--- src/rtl/pc_ctrl_pkg.sv ---
// Shared codes for the IF-stage fetch sequencer: PC mux selects and FSM states.
package pc_ctrl_pkg;

    typedef enum logic [1:0] {
        PC_PLUS_4 = 2'd0,
        PC_JAL    = 2'd1,
        PC_JALR   = 2'd2,
        PC_BRANCH = 2'd3
    } pc_sel_e;

    typedef enum logic [1:0] {
        IDLE  = 2'd0,
        ISSUE = 2'd1,
        WAIT  = 2'd2,
        HOLD  = 2'd3
    } state_e;

endpackage

--- src/rtl/pc_redirect_arb.sv ---
// Redirect priority select: EX branch > EX jalr > ID jal > sequential PC+4.
module pc_redirect_arb
    import pc_ctrl_pkg::*;
(
    input  logic       en,
    input  logic       stall,
    input  logic       jal_taken,
    input  logic       jalr_taken,
    input  logic       branch_taken,
    output logic [1:0] pc_sel,
    output logic       redir,
    output logic       flush_id
);

    logic redir_ex;
    logic redir_id;

    always_comb begin
        redir_ex = branch_taken | jalr_taken;
        // A stalled ID stage re-presents its jal later, so it cannot win now.
        redir_id = jal_taken & ~stall & ~redir_ex;
        pc_sel   = PC_PLUS_4;
        redir    = 1'b0;
        flush_id = 1'b0;
        if (en) begin
            if (branch_taken)    pc_sel = PC_BRANCH;
            else if (jalr_taken) pc_sel = PC_JALR;
            else if (redir_id)   pc_sel = PC_JAL;
            redir    = redir_ex | redir_id;
            flush_id = redir_ex;
        end
    end

endmodule

--- src/rtl/pc_ctrl.sv ---
// IF-stage fetch sequencer: one outstanding imem read, fetch buffer, redirect kill.
// Optional perf counters enabled by defining PC_CTRL_PERF_EN.
module pc_ctrl
    import pc_ctrl_pkg::*;
#(
    parameter int XLEN  = 32
`ifdef PC_CTRL_PERF_EN
    ,
    parameter int CNT_W = 32
`endif
) (
    input  logic            clock,
    input  logic            reset,
    input  logic [XLEN-1:0] pc,
    input  logic            stall,
    input  logic            jal_taken,
    input  logic            jalr_taken,
    input  logic            branch_taken,
    input  logic            imem_ack,
    input  logic [XLEN-1:0] imem_rdata,
    output logic            load,
    output logic [1:0]      pc_sel,
    output logic            imem_req,
    output logic            if_valid,
    output logic [XLEN-1:0] if_instr,
    output logic [XLEN-1:0] if_pc,
    output logic            flush_id
`ifdef PC_CTRL_PERF_EN
    ,
    output logic [CNT_W-1:0] perf_fetch,
    output logic [CNT_W-1:0] perf_redirect,
    output logic [CNT_W-1:0] perf_kill
`endif
);

    state_e          state;
    logic            kill;
    logic [XLEN-1:0] issue_pc;
    logic            redir;
    logic            seq_issue;
    logic            ack_drop;

    pc_redirect_arb u_arb (
        .en           (state != IDLE),
        .stall        (stall),
        .jal_taken    (jal_taken),
        .jalr_taken   (jalr_taken),
        .branch_taken (branch_taken),
        .pc_sel       (pc_sel),
        .redir        (redir),
        .flush_id     (flush_id)
    );

    // HOLD with the buffer consumed behaves exactly like ISSUE.
    assign seq_issue = ~redir & ((state == ISSUE) | ((state == HOLD) & ~stall));
    assign imem_req  = seq_issue;
    assign load      = seq_issue | redir;
    assign ack_drop  = (state == WAIT) & imem_ack & (kill | redir);

    always_ff @(posedge clock or posedge reset) begin
        if (reset) begin
            state    <= IDLE;
            kill     <= 1'b0;
            if_valid <= 1'b0;
            if_instr <= '0;
            if_pc    <= '0;
            issue_pc <= '0;
        end else begin
            case (state)
                IDLE: state <= ISSUE;
                ISSUE: begin
                    if (!redir) begin
                        issue_pc <= pc;
                        state    <= WAIT;
                    end
                end
                WAIT: begin
                    if (imem_ack) begin
                        if (kill || redir) begin
                            kill  <= 1'b0;
                            state <= ISSUE;
                        end else begin
                            if_instr <= imem_rdata;
                            if_pc    <= issue_pc;
                            if_valid <= 1'b1;
                            state    <= HOLD;
                        end
                    end else if (redir) begin
                        // Stale read still in flight: absorb its ack before reissuing.
                        kill <= 1'b1;
                    end
                end
                HOLD: begin
                    if (redir) begin
                        if_valid <= 1'b0;
                        state    <= ISSUE;
                    end else if (!stall) begin
                        if_valid <= 1'b0;
                        issue_pc <= pc;
                        state    <= WAIT;
                    end
                end
                default: state <= IDLE;
            endcase
        end
    end

`ifdef PC_CTRL_PERF_EN
    always_ff @(posedge clock or posedge reset) begin
        if (reset) begin
            perf_fetch    <= '0;
            perf_redirect <= '0;
            perf_kill     <= '0;
        end else begin
            if (imem_req) perf_fetch    <= perf_fetch + 1'b1;
            if (redir)    perf_redirect <= perf_redirect + 1'b1;
            if (ack_drop) perf_kill     <= perf_kill + 1'b1;
        end
    end
`endif

endmodule

--- config.mk ---
export PLATFORM = sky130hd
export DESIGN_NAME = pc_ctrl
export DESIGN_NICKNAME = d
export VERILOG_FILES = /design/src/rtl/pc_ctrl_pkg.sv /design/src/rtl/pc_redirect_arb.sv /design/src/rtl/pc_ctrl.sv
export SDC_FILE = /design/constraint.sdc
export NUM_CORES = 1
export LEC_CHECK = 0
export ABC_AREA = 1
export ABC_CLOCK_PERIOD_IN_PS = 3730
export BUFFER_PORTS_ARGS = -buffer_cell sky130_fd_sc_hd__buf_2
export CAP_MARGIN = 0
export CORE_ASPECT_RATIO = 1.75
export CORE_MARGIN = 2
export CORE_UTILIZATION = 40
export CTS_CLUSTER_DIAMETER = 80
export DETAILED_ROUTE_END_ITERATION = 16
export PLACE_DENSITY = 0.66
export SYNTH_ARGS = -nofsm -noshare
export SYNTH_HDL_FRONTEND = slang
export SYNTH_HIERARCHICAL = 1
export SYNTH_SLANG_ARGS = --single-unit
--- constraint.sdc ---
create_clock -name clock -period 3.73 [get_ports clock]
set_input_delay 0.5595 -clock clock [delete_from_list [all_inputs] [get_ports clock]]
set_output_delay 0.5595 -clock clock [all_outputs]
set_load 0.01 [all_outputs]
==> summary.md, run 1 <==
| Metric | Value |
|---|---|
| Status | complete, no violations |
| Die height | 137 microns |
| Clock share of power | 0.235 |
| Min Hold Slack | 271 ps |
| Full die area | 11000 sq um |
| Worst VDD drop | 0.311 mV |
| Worst r2r src | state[0] |
| DRC | 0 |
| Layout cells sized above 1 | 0.293 |
| Sw Pwr | 1.33 mW |
| Crit path launch type | register |
| Simple-Gate Fraction of Synth Area | 0.317 |
| RSZ-0062 raised after global routing | no |
| Most Frequent Cell on Critical Path | inv_2 |
| Clk slew on worst S/H paths | 60 ps |
| Synth Area in Compound Gates | 0.00710 |
| Std cell rows | 48 |
| Library cells used by synthesis | 18 |
| GR Util All Layers | 0.184 |
| TritonCTS Sinks | 100 |
| DRT Pass-1 Iters | 6 |
| Mapped Nets | 528 |
| Routed vias | 3390 |
| Num CTS Buffers | 9 |
| Synth Register Bits | 100 |
| Final TNS setup | 0 ps |
| Final setup violation count | 0 |
| Netlist Area Pre-Place | 4060 sq um |
| Crit path largest cell delay | 450 ps |
| Period minus WS final | 2560 ps |
| Num ports | 141 |
| Worst Path Max Fanout | 33 |
| Final wirelength | 9560 microns |
| Post-CTS Resized | 0 |
| XOR/XNOR Fraction of Synth Area | 0 |
| Arrival @ worst endpoint | 2000 ps |
| Share of power burned in combinational logic | 0.308 |
| Final GP Congestion | 0.794 |
| Critical-path cell with the highest stage delay | inv_2 |
| Worst EP required | 3170 ps |
| Max-cap violations | 0 |
| Critical path, cell by cell | inv_2, nand2_1, inv_2, a21oi_2, inv_2, nand3_2, inv_2, buf_2 |
| Fillers | 990 |
| Most frequent cells in the layout | nand2_1 (236), buf_2 (140), dfrtp_1 (100) |
| Power per Cell Area | 756 nW/um^2 |
| Reg2Reg Setup Slack | 1300 ps |
| Commonest non-fill, non-tap cell in the layout | nand2_1 |
| Clk buf depth | 2 |
| Post-synthesis adder-cell area fraction | 0 |
| Switching Fraction | 0.346 |
| # Post-CTS Setup Buffers | 0 |
| Least-Margin Pin Slew | 839 ps |
| Cts hold-fix bufs | 0 |
| Worst slew margin | 0.441 |
| Max-slew violations | 0 |
| Capture point of the worst reg-to-reg path | if_pc[14] |
| Leak | 3.04 nW |
| First-iteration detailed-routing DRC count | 136 |
| Vias per cell | 4.73 |
| Net count of the finished layout | 658 |
| Root Driver | clkbuf_16 |
| Final Hold Fails | 0 |
| Number of I/O port buffers | 140 |
| Synth-to-Final Area Change | 24.9% |
| GRT overflow | 0 |
| Buffer and inverter count on the worst path | 5 |
| Worst R2R Path Depth | 9 |
| Syn avg cell area | 8.87 sq um |
| Pwr Total | 3.83 mW |
| Placed Cells | 701 |
| Core area | 9850 sq um |
| Non-Filler Instances | 716 |
| Initial antenna violation count | 0 |
| Hold WC Path Type | input pin to asynchronous set/reset pin |
| First-pass GRT wire length | 15500 microns |
| Vias in the first global route | 3333 |
| ANT nets after route | 0 |
| Max Freq | 390 MHz |
| Worst-Skew Late Latency | 340 ps |
| Initial Util | 0.412 |
| Fin Clk Skew | 8.14 ps |
| CP Class | register to output pin |
| Crit path max-delay family | buffers and inverters |
| Die width | 80.1 microns |
| WL/cell | 13.3 microns |
| H-tree depth | 3 |
| HPWL after DPL | 6460 microns |
| Largest net degree at the start of global routing | 66 |
| Fin crit share | 0.687 |
| CTS tree | built |
| Sequential share of the synthesized area | 0.617 |
| Internal cell power | 2.50 mW |
| Antenna diodes | 0 |
| Post-Synthesis Cells | 457 |
| Largest family of logic cells by synthesized area | simple AND/OR/NAND/NOR gates |
| CP endpoint kind | output pin |
| Power share of the sequential group | 0.456 |
| Post-synthesis mux area share | 0 |
| Synth warn | 6 |
[through the flow]
stage	area [sq um]	utilization	setup WS (ps)
floorplan	4060	-	552
global placement	4770	0.485	1290
detailed placement	4770	0.485	1170
CTS	5060	0.514	1140
global route	5060	0.514	1030
finish	5060	0.514	1170
[registers in the layout, indices dropped and copies added, names as in the netlist]
name,count
if_pc,32
issue_pc,32
state,2
if_instr,32
kill,1
if_valid,1
[metal layers]
metal / up-vias / GRT usage / wire length [microns]
li1: 1681 / - / -
met3: 11 / 0.0275 / 392
met2: 99 / 0.333 / 5180
met5: - / 0 / 0
met4: 0 / 0.0838 / 187
met1: 1599 / 0.211 / 3800
[power by group through the flow]
stage	sequential, mW	combinational [mW]	clock [mW]
after floorplan	1.86	0.638	0
after global placement	1.75	1.16	0
after detailed placement	1.76	1.20	0
after CTS	1.75	1.21	0.928
after global routing	1.80	1.35	0.976
final	1.75	1.18	0.901
[worst reg2reg max path: stages (launching register included)]
cell	delay, ps
dfrtp_1	430
inv_2	110
nand2_1	110
inv_2	90
a21oi_2	50
nor2_1	240
nand3_2	600
buf_4	510
nand2_1	120
nand2_1	60
[logic make-up (layout without fill, tap and decap cells)]
group / Yosys count / after routing
AO/OA/AOI/OAI: 5 / 5
AND/OR/NAND/NOR: 312 / 312
flip-flops: 100 / 100
buffers and inverters: 40 / 174
[cells in the mapped netlist, drive strengths merged]
cell type / n / area share
nand3: 66 / 0.083
o21ai: 1 / 0.0012
nor2: 7 / 0.012
buf: 21 / 0.041
dfrtp: 100 / 0.62
inv: 14 / 0.013
a21oi: 4 / 0.0059
clkbuf: 5 / 0.0046
nand2: 237 / 0.22
nand4: 2 / 0.0031
[worst max path at each step]
stage / depth (start not counted) / endpoint / from
finish: 8 / imem_req / state[0]
global route: 8 / imem_req / state[0]
CTS: 8 / imem_req / state[0]
detailed placement: 8 / if_pc[14] / jalr_taken
global placement: 8 / if_pc[26] / jalr_taken
floorplan: 1 / if_instr[0] / reset
[area by class of cell]
cell class / count / area (sq um) / area share
sequential: 100 / 2500 / 0.494
multi-input combinational: 317 / 1320 / 0.261
timing repair buffer: 145 / 738 / 0.146
clock buffer: 10 / 239 / 0.0472
tap: 125 / 156 / 0.0309
inverter: 14 / 55.1 / 0.0109
clock inverter: 5 / 52.6 / 0.0104
Power figures use the tool's default switching activity.
==> run 2, diff against run 1 <==
--- a/config.mk
+++ b/config.mk
@@ -6,7 +6,7 @@
 export NUM_CORES = 1
 export LEC_CHECK = 0
 export ABC_AREA = 1
-export ABC_CLOCK_PERIOD_IN_PS = 3730
+export ABC_CLOCK_PERIOD_IN_PS = 2500
 export BUFFER_PORTS_ARGS = -buffer_cell sky130_fd_sc_hd__buf_2
 export CAP_MARGIN = 0
 export CORE_ASPECT_RATIO = 1.75
==> constraint.sdc (replaced) <==
create_clock -name clock -period 2.5 [get_ports clock]
set_input_delay 0.375 -clock clock [delete_from_list [all_inputs] [get_ports clock]]
set_output_delay 0.375 -clock clock [all_outputs]
set_load 0.01 [all_outputs]
==> summary.md, run 2 (synthesis gave the netlist of run 1 again) <==
| Metric | Value |
|---|---|
| Worst Path Max Fanout | 33 (unchanged) |
| Arrival @ worst endpoint | 1810 ps (-190 ps) |
| Top Registers | if_instr (32), if_pc (32), issue_pc (32) |
| DRT Pass-1 Iters | 4 (-2) |
| GR Util All Layers | 0.185 (+0.00134) |
| Largest net degree at the start of global routing | 101 (+53%) |
| Worst-Skew Late Latency | 340 ps (about the same) |
| Initial antenna violation count | 0 (unchanged) |
| Clk buf depth | 2 (unchanged) |
| Fin crit share | 0.872 |
| First-pass GRT wire length | 15700 microns (+1.1%) |
| Std cell rows | 48 (unchanged) |
| Commonest non-fill, non-tap cell in the layout | nand2_1 |
| Worst VDD drop | 0.562 mV (+81%) |
| Max Freq | 459 MHz |
| Hold WC Path Type | input pin to asynchronous set/reset pin |
| Number of I/O port buffers | 140 (unchanged) |
| ANT nets after route | 0 (unchanged) |
| HPWL after DPL | 6470 microns (about the same) |
| H-tree depth | 3 (unchanged) |
| Power per Cell Area | 1140 nW/um^2 (+51%) |
| Status | complete, no violations |
| Worst slew margin | 0.521 (+0.0807) |
| Total area of sequential cells | 2500 sq um (unchanged) |
| Num ports | 141 (unchanged) |
| Fillers | 982 (-0.81%) |
| Sw Pwr | 2.01 mW (+51%) |
| Multi-input gate area | 1320 sq um (unchanged) |
| Switching Fraction | 0.344 (-0.00193) |
| Period minus WS final | 2180 ps |
| # Post-CTS Setup Buffers | 0 (unchanged) |
| Clk slew on worst S/H paths | 70 ps (about the same) |
| Max-cap violations | 0 (unchanged) |
| Power share of the sequential group | 0.447 (-0.009) |
| Crit path launch type | register |
| Max-slew violations | 0 (unchanged) |
| Synth-to-Final Area Change | 26.3% |
| GRT overflow | 0 (unchanged) |
| CP Class | register to output pin |
| Routed vias | 3404 (+0.41%) |
| Full die area | 11000 sq um (unchanged) |
| Internal cell power | 3.82 mW (+53%) |
| Fin Clk Skew | 5.44 ps (-2.70 ps) |
| Layout cells sized above 1 | 0.291 (-0.00169) |
| Die height | 137 microns (unchanged) |
| CP endpoint kind | output pin |
| Final GP Congestion | 0.825 (+3.9%) |
| Num CTS Buffers | 9 (unchanged) |
| Leak | 3.05 nW (+0.46%) |
| Antenna diodes | 0 (unchanged) |
| Least-Margin Pin Slew | 718 ps (-121 ps) |
| WL/cell | 13.7 microns (+3.0%) |
| Core area | 9850 sq um (unchanged) |
| Placed Area | 4810 sq um (+0.81%) |
| Share of power burned in combinational logic | 0.306 (-0.002) |
| DRC | 0 (unchanged) |
| Initial Util | 0.412 (unchanged) |
| CTS tree | built |
| First-iteration detailed-routing DRC count | 168 (+24%) |
| Clock share of power | 0.247 (+0.012) |
| RSZ-0062 raised after global routing | no |
| Root Driver | clkbuf_16 |
| Most frequent cells in the layout | nand2_1 (236), buf_2 (140), dfrtp_1 (100) |
| Vias per cell | 4.75 (+0.41%) |
| Cell area after layout | 5120 sq um (+1.1%) |
| Die width | 80.1 microns (unchanged) |
| Net count of the finished layout | 658 (unchanged) |
| Final TNS setup | 0 ps (unchanged) |
| TritonCTS Sinks | 100 (unchanged) |
| Final wirelength | 9840 microns (+3.0%) |
| Worst EP required | 2120 ps (-1050 ps) |
| Final setup violation count | 0 (unchanged) |
| Final Hold Fails | 0 (unchanged) |
| Vias in the first global route | 3283 (-1.5%) |
## run 2: final cells by class
cell class	instances	share of cell area
sequential	100	0.489
multi-input combinational	317	0.258
timing repair buffer	145	0.151
clock buffer	10	0.0447
tap	125	0.0305
clock inverter	5	0.0151
inverter	14	0.0115
## run 2: worst paths after layout
check / start / endpoint / slack [ps] / cells past startpoint
worst max-delay path: state[0] / imem_req / 320 / 8
worst min-delay path: reset / if_instr[31] / 160 / 3
worst max register to register: state[0] / if_instr[3] / 610 / 9
worst min register to register: if_pc[1] / if_pc[1] / 470 / 2
max in group asynchronous: reset / if_pc[5] / 1920 / 3
min in group clock: pc[18] / issue_pc[18] / 230 / 3
## run 2: what timing repair did
action | 4_1_cts | 5_1_grt
hold buffers | 0 | 0
resized for setup | 0 | 2
endpoints found under the setup margin | 0 | 1
hold endpoints to repair | 0 | 0
## run 2: metal layers
layer	track usage	up-vias	wire length, microns
met5	0	-	0
met4	0.0772	0	167
met3	0.0282	10	410
met2	0.329	93	5250
met1	0.221	1616	4010
li1	-	1685	-
## run 2: worst max-delay path, stage by stage (launching register included)
cell     delay, ps
dfrtp_1        430
inv_2          100
nand2_1        110
inv_2           90
a21oi_2         50
inv_2           80
nand3_2        110
inv_4          280
buf_2          200
## run 2: stage by stage
step | utilization | cells | total power, mW | hold WS, ps | worst slack (ps)
final | 0.520 | 716 | 5.83 | 164 | 320
after global routing | 0.520 | 716 | 6.26 | 216 | 187
after CTS | 0.520 | 716 | 5.91 | 201 | 131
after detailed placement | 0.489 | 701 | 4.44 | 460 | 507
after global placement | 0.489 | 701 | 4.35 | 459 | 550
after floorplan | - | 457 | 3.72 | 449 | 935
## run 2: power by group through the flow
stage          clock network, mW  logic (mW)  registers (mW)
2_1_floorplan                  0       0.952            2.77
3_3_place_gp                   0        1.75            2.60
3_5_place_dp                   0        1.81            2.63
4_1_cts                     1.48        1.82            2.61
5_1_grt                     1.54        2.04            2.69
6_report                    1.44        1.78            2.61
==> run 3, diff against run 2 <==
--- a/config.mk
+++ b/config.mk
@@ -14,7 +14,9 @@
 export CORE_UTILIZATION = 40
 export CTS_CLUSTER_DIAMETER = 80
 export DETAILED_ROUTE_END_ITERATION = 16
-export PLACE_DENSITY = 0.66
+export PLACE_DENSITY = 0.69
+export RECOVER_POWER = 100
+export SLEW_MARGIN = 10
 export SYNTH_ARGS = -nofsm -noshare
 export SYNTH_HDL_FRONTEND = slang
 export SYNTH_HIERARCHICAL = 1
==> summary.md, run 3 (synthesis gave the netlist of run 1 again) <==
| Metric | Value |
|---|---|
| Status | complete, no violations |
| Crit path launch type | register |
| Clock share of power | 0.272 (+0.025) |
| Placed Area | 4810 sq um (-0.10%) |
| Max-slew violations | 0 (unchanged) |
| Internal cell power | 3.87 mW (+1.1%) |
| Sw Pwr | 1.99 mW (-0.79%) |
| Full die area | 11000 sq um (unchanged) |
| Arrival @ worst endpoint | 1850 ps (+40 ps) |
| Final GP Congestion | 0.800 (-2.9%) |
| CP endpoint kind | output pin |
| Most frequent cells in the layout | nand2_1 (236), dfrtp_1 (100), clkbuf_1 (71) |
| WL/cell | 13.8 microns (+0.11%) |
| Worst Path Max Fanout | 33 (unchanged) |
| Met3 WL post-DR | 453 microns (+10%) |
| Setup ws final | 276 ps (-43.3 ps) |
| Switching Fraction | 0.340 (-0.00435) |
| Fin crit share | 0.890 (+0.0173) |
| Top Registers | if_instr (32), if_pc (32), issue_pc (32) |
| Most Frequent Cell on Critical Path | inv_2 |
| Hold WC Path Type | input pin to register |
| Vias in the first global route | 3284 (+0.030%) |
| CTS tree | built |
| Least-Margin Pin Slew | 1340 ps (+624 ps) |
| Power per Cell Area | 1160 nW/um^2 (+1.9%) |
| Net count of the finished layout | 659 (+0.15%) |
| GR Util All Layers | 0.182 (-0.00342) |
| Critical-path cell with the highest stage delay | dfrtp_1 |
| Die width | 80.1 microns (unchanged) |
| Met2 WL | 5220 microns (-0.53%) |
| Max-cap violations | 0 (unchanged) |
| Initial Util | 0.412 (unchanged) |
| HPWL after DPL | 6660 microns (+2.9%) |
| Max Freq | 450 MHz (-1.9%) |
| Num CTS Buffers | 9 (unchanged) |
| Post-Place Setup Slack | 487 ps (-20.5 ps) |
| Fin Clk Skew | 7.24 ps (+1.80 ps) |
| Cell area after layout | 5050 sq um (-1.4%) |
| Critical path, cell by cell | inv_1, nand2_1, inv_2, a21oi_2, inv_2, nand3_2, inv_4, clkbuf_1 |
| Largest net degree at the start of global routing | 101 (unchanged) |
| Final Hold Fails | 0 (unchanged) |
| Clk slew on worst S/H paths | 70 ps (about the same) |
| Final setup violation count | 0 (unchanged) |
| RSZ-0062 raised after global routing | no |
| Commonest non-fill, non-tap cell in the layout | nand2_1 |
| DRT Pass-1 Iters | 5 (+1) |
| Final wirelength | 9880 microns (+0.39%) |
| Num ports | 141 (unchanged) |
| GRT overflow | 0 (unchanged) |
| Worst EP required | 2120 ps (about the same) |
| Std cell rows | 48 (unchanged) |
| Clk buf depth | 2 (unchanged) |
| Leak | 2.78 nW (-8.9%) |
| Placed Cells | 702 (+0.14%) |
| Core area | 9850 sq um (unchanged) |
| Non-Filler Instances | 718 (+0.28%) |
| Met1 wire length | 3860 microns (-3.8%) |
| Routed vias | 3442 (+1.1%) |
| TritonCTS Sinks | 100 (unchanged) |
| H-tree depth | 3 (unchanged) |
| First-iteration detailed-routing DRC count | 173 (+3.0%) |
| Worst VDD drop | 0.603 mV (+7.3%) |
| # Post-CTS Setup Buffers | 0 (unchanged) |
| Die height | 137 microns (unchanged) |
| Crit path largest cell delay | 430 ps (about the same) |
| Antenna diodes | 0 (unchanged) |
| Period minus WS final | 2220 ps (+43.3 ps) |
| Worst-Skew Late Latency | 340 ps (about the same) |
| Worst slew margin | 0.105 (-0.416) |
| Max layer used | met4 |
| Number of I/O port buffers | 140 (unchanged) |
| Synth-to-Final Area Change | 24.5% |
| Power share of the sequential group | 0.447 (about the same) |
| Initial antenna violation count | 0 (unchanged) |
| Final TNS setup | 0 ps (unchanged) |
| Share of power burned in combinational logic | 0.281 (-0.025) |
| Root Driver | clkbuf_16 |
| ANT nets after route | 0 (unchanged) |
| Vias per cell | 4.79 (+0.83%) |
| Fillers | 998 (+1.6%) |
| CP Class | register to output pin |
| Layout cells sized above 1 | 0.174 (-0.117) |
| First-pass GRT wire length | 15300 microns (-2.4%) |
| DRC | 0 (unchanged) |
run 3: worst paths after layout:
| check | startpoint | endpoint | slack (ps) | cells past startpoint |
|---|---|---|---|---|
| worst max-delay path | state[0] | imem_req | 280 | 8 |
| worst min-delay path | pc[20] | issue_pc[20] | 230 | 3 |
| worst max register to register | state[0] | if_instr[1] | 360 | 9 |
| worst min register to register | if_instr[5] | if_instr[5] | 480 | 2 |
| max in group asynchronous | reset | if_instr[1] | 1120 | 3 |
| min in group asynchronous | reset | if_instr[3] | 530 | 3 |
run 3: what timing repair did:
| action | CTS | global route |
|---|---|---|
| hold buffers | 0 | 0 |
| resized for setup | 0 | 2 |
| setup endpoints to repair | 0 | 1 |
run 3: worst max-delay path, delay by kind of cell (launching register included):
kind	cells	cell delay [ps]
DFF	1	430
buffers and inverters	5	790
AOI/OAI and AO/OA	1	50
and+or+nand+nor	2	230
run 3: per-stage QoR:
| stage | power, mW | hold slack, ps | util |
|---|---|---|---|
| final | 5.86 | 225 | 0.512 |
| after floorplan | 3.72 | 449 | - |
| after CTS | 6.05 | 219 | 0.524 |
| after global routing | 6.29 | 227 | 0.512 |
| after detailed placement | 4.43 | 460 | 0.488 |
| after global placement | 4.34 | 458 | 0.488 |
run 3: power groups by stage:
stage	combinational, mW	clock [mW]	sequential (mW)
after floorplan	0.952	0	2.77
after global placement	1.74	0	2.60
after detailed placement	1.80	0	2.63
after CTS	1.81	1.63	2.60
after global routing	1.88	1.72	2.69
final	1.65	1.60	2.62
run 3: layer usage:
| metal | global-route usage | vias to the layer above |
|---|---|---|
| li1 | - | 1687 |
| met1 | 0.206 | 1611 |
| met2 | 0.320 | 119 |
| met3 | 0.0360 | 25 |
| met4 | 0.0932 | 0 |
| met5 | 0 | - |
run 3: cell type report:
cell class,count,area [sq um],share of cell area
Inverter,14,58.8,0.0117
Sequential cell,100,2500,0.496
Clock inverter,4,95.1,0.0188
Clock buffer,12,256,0.0508
Timing Repair Buffer,146,666,0.132
Tap cell,125,156,0.0310
Multi-Input combinational cell,317,1310,0.260
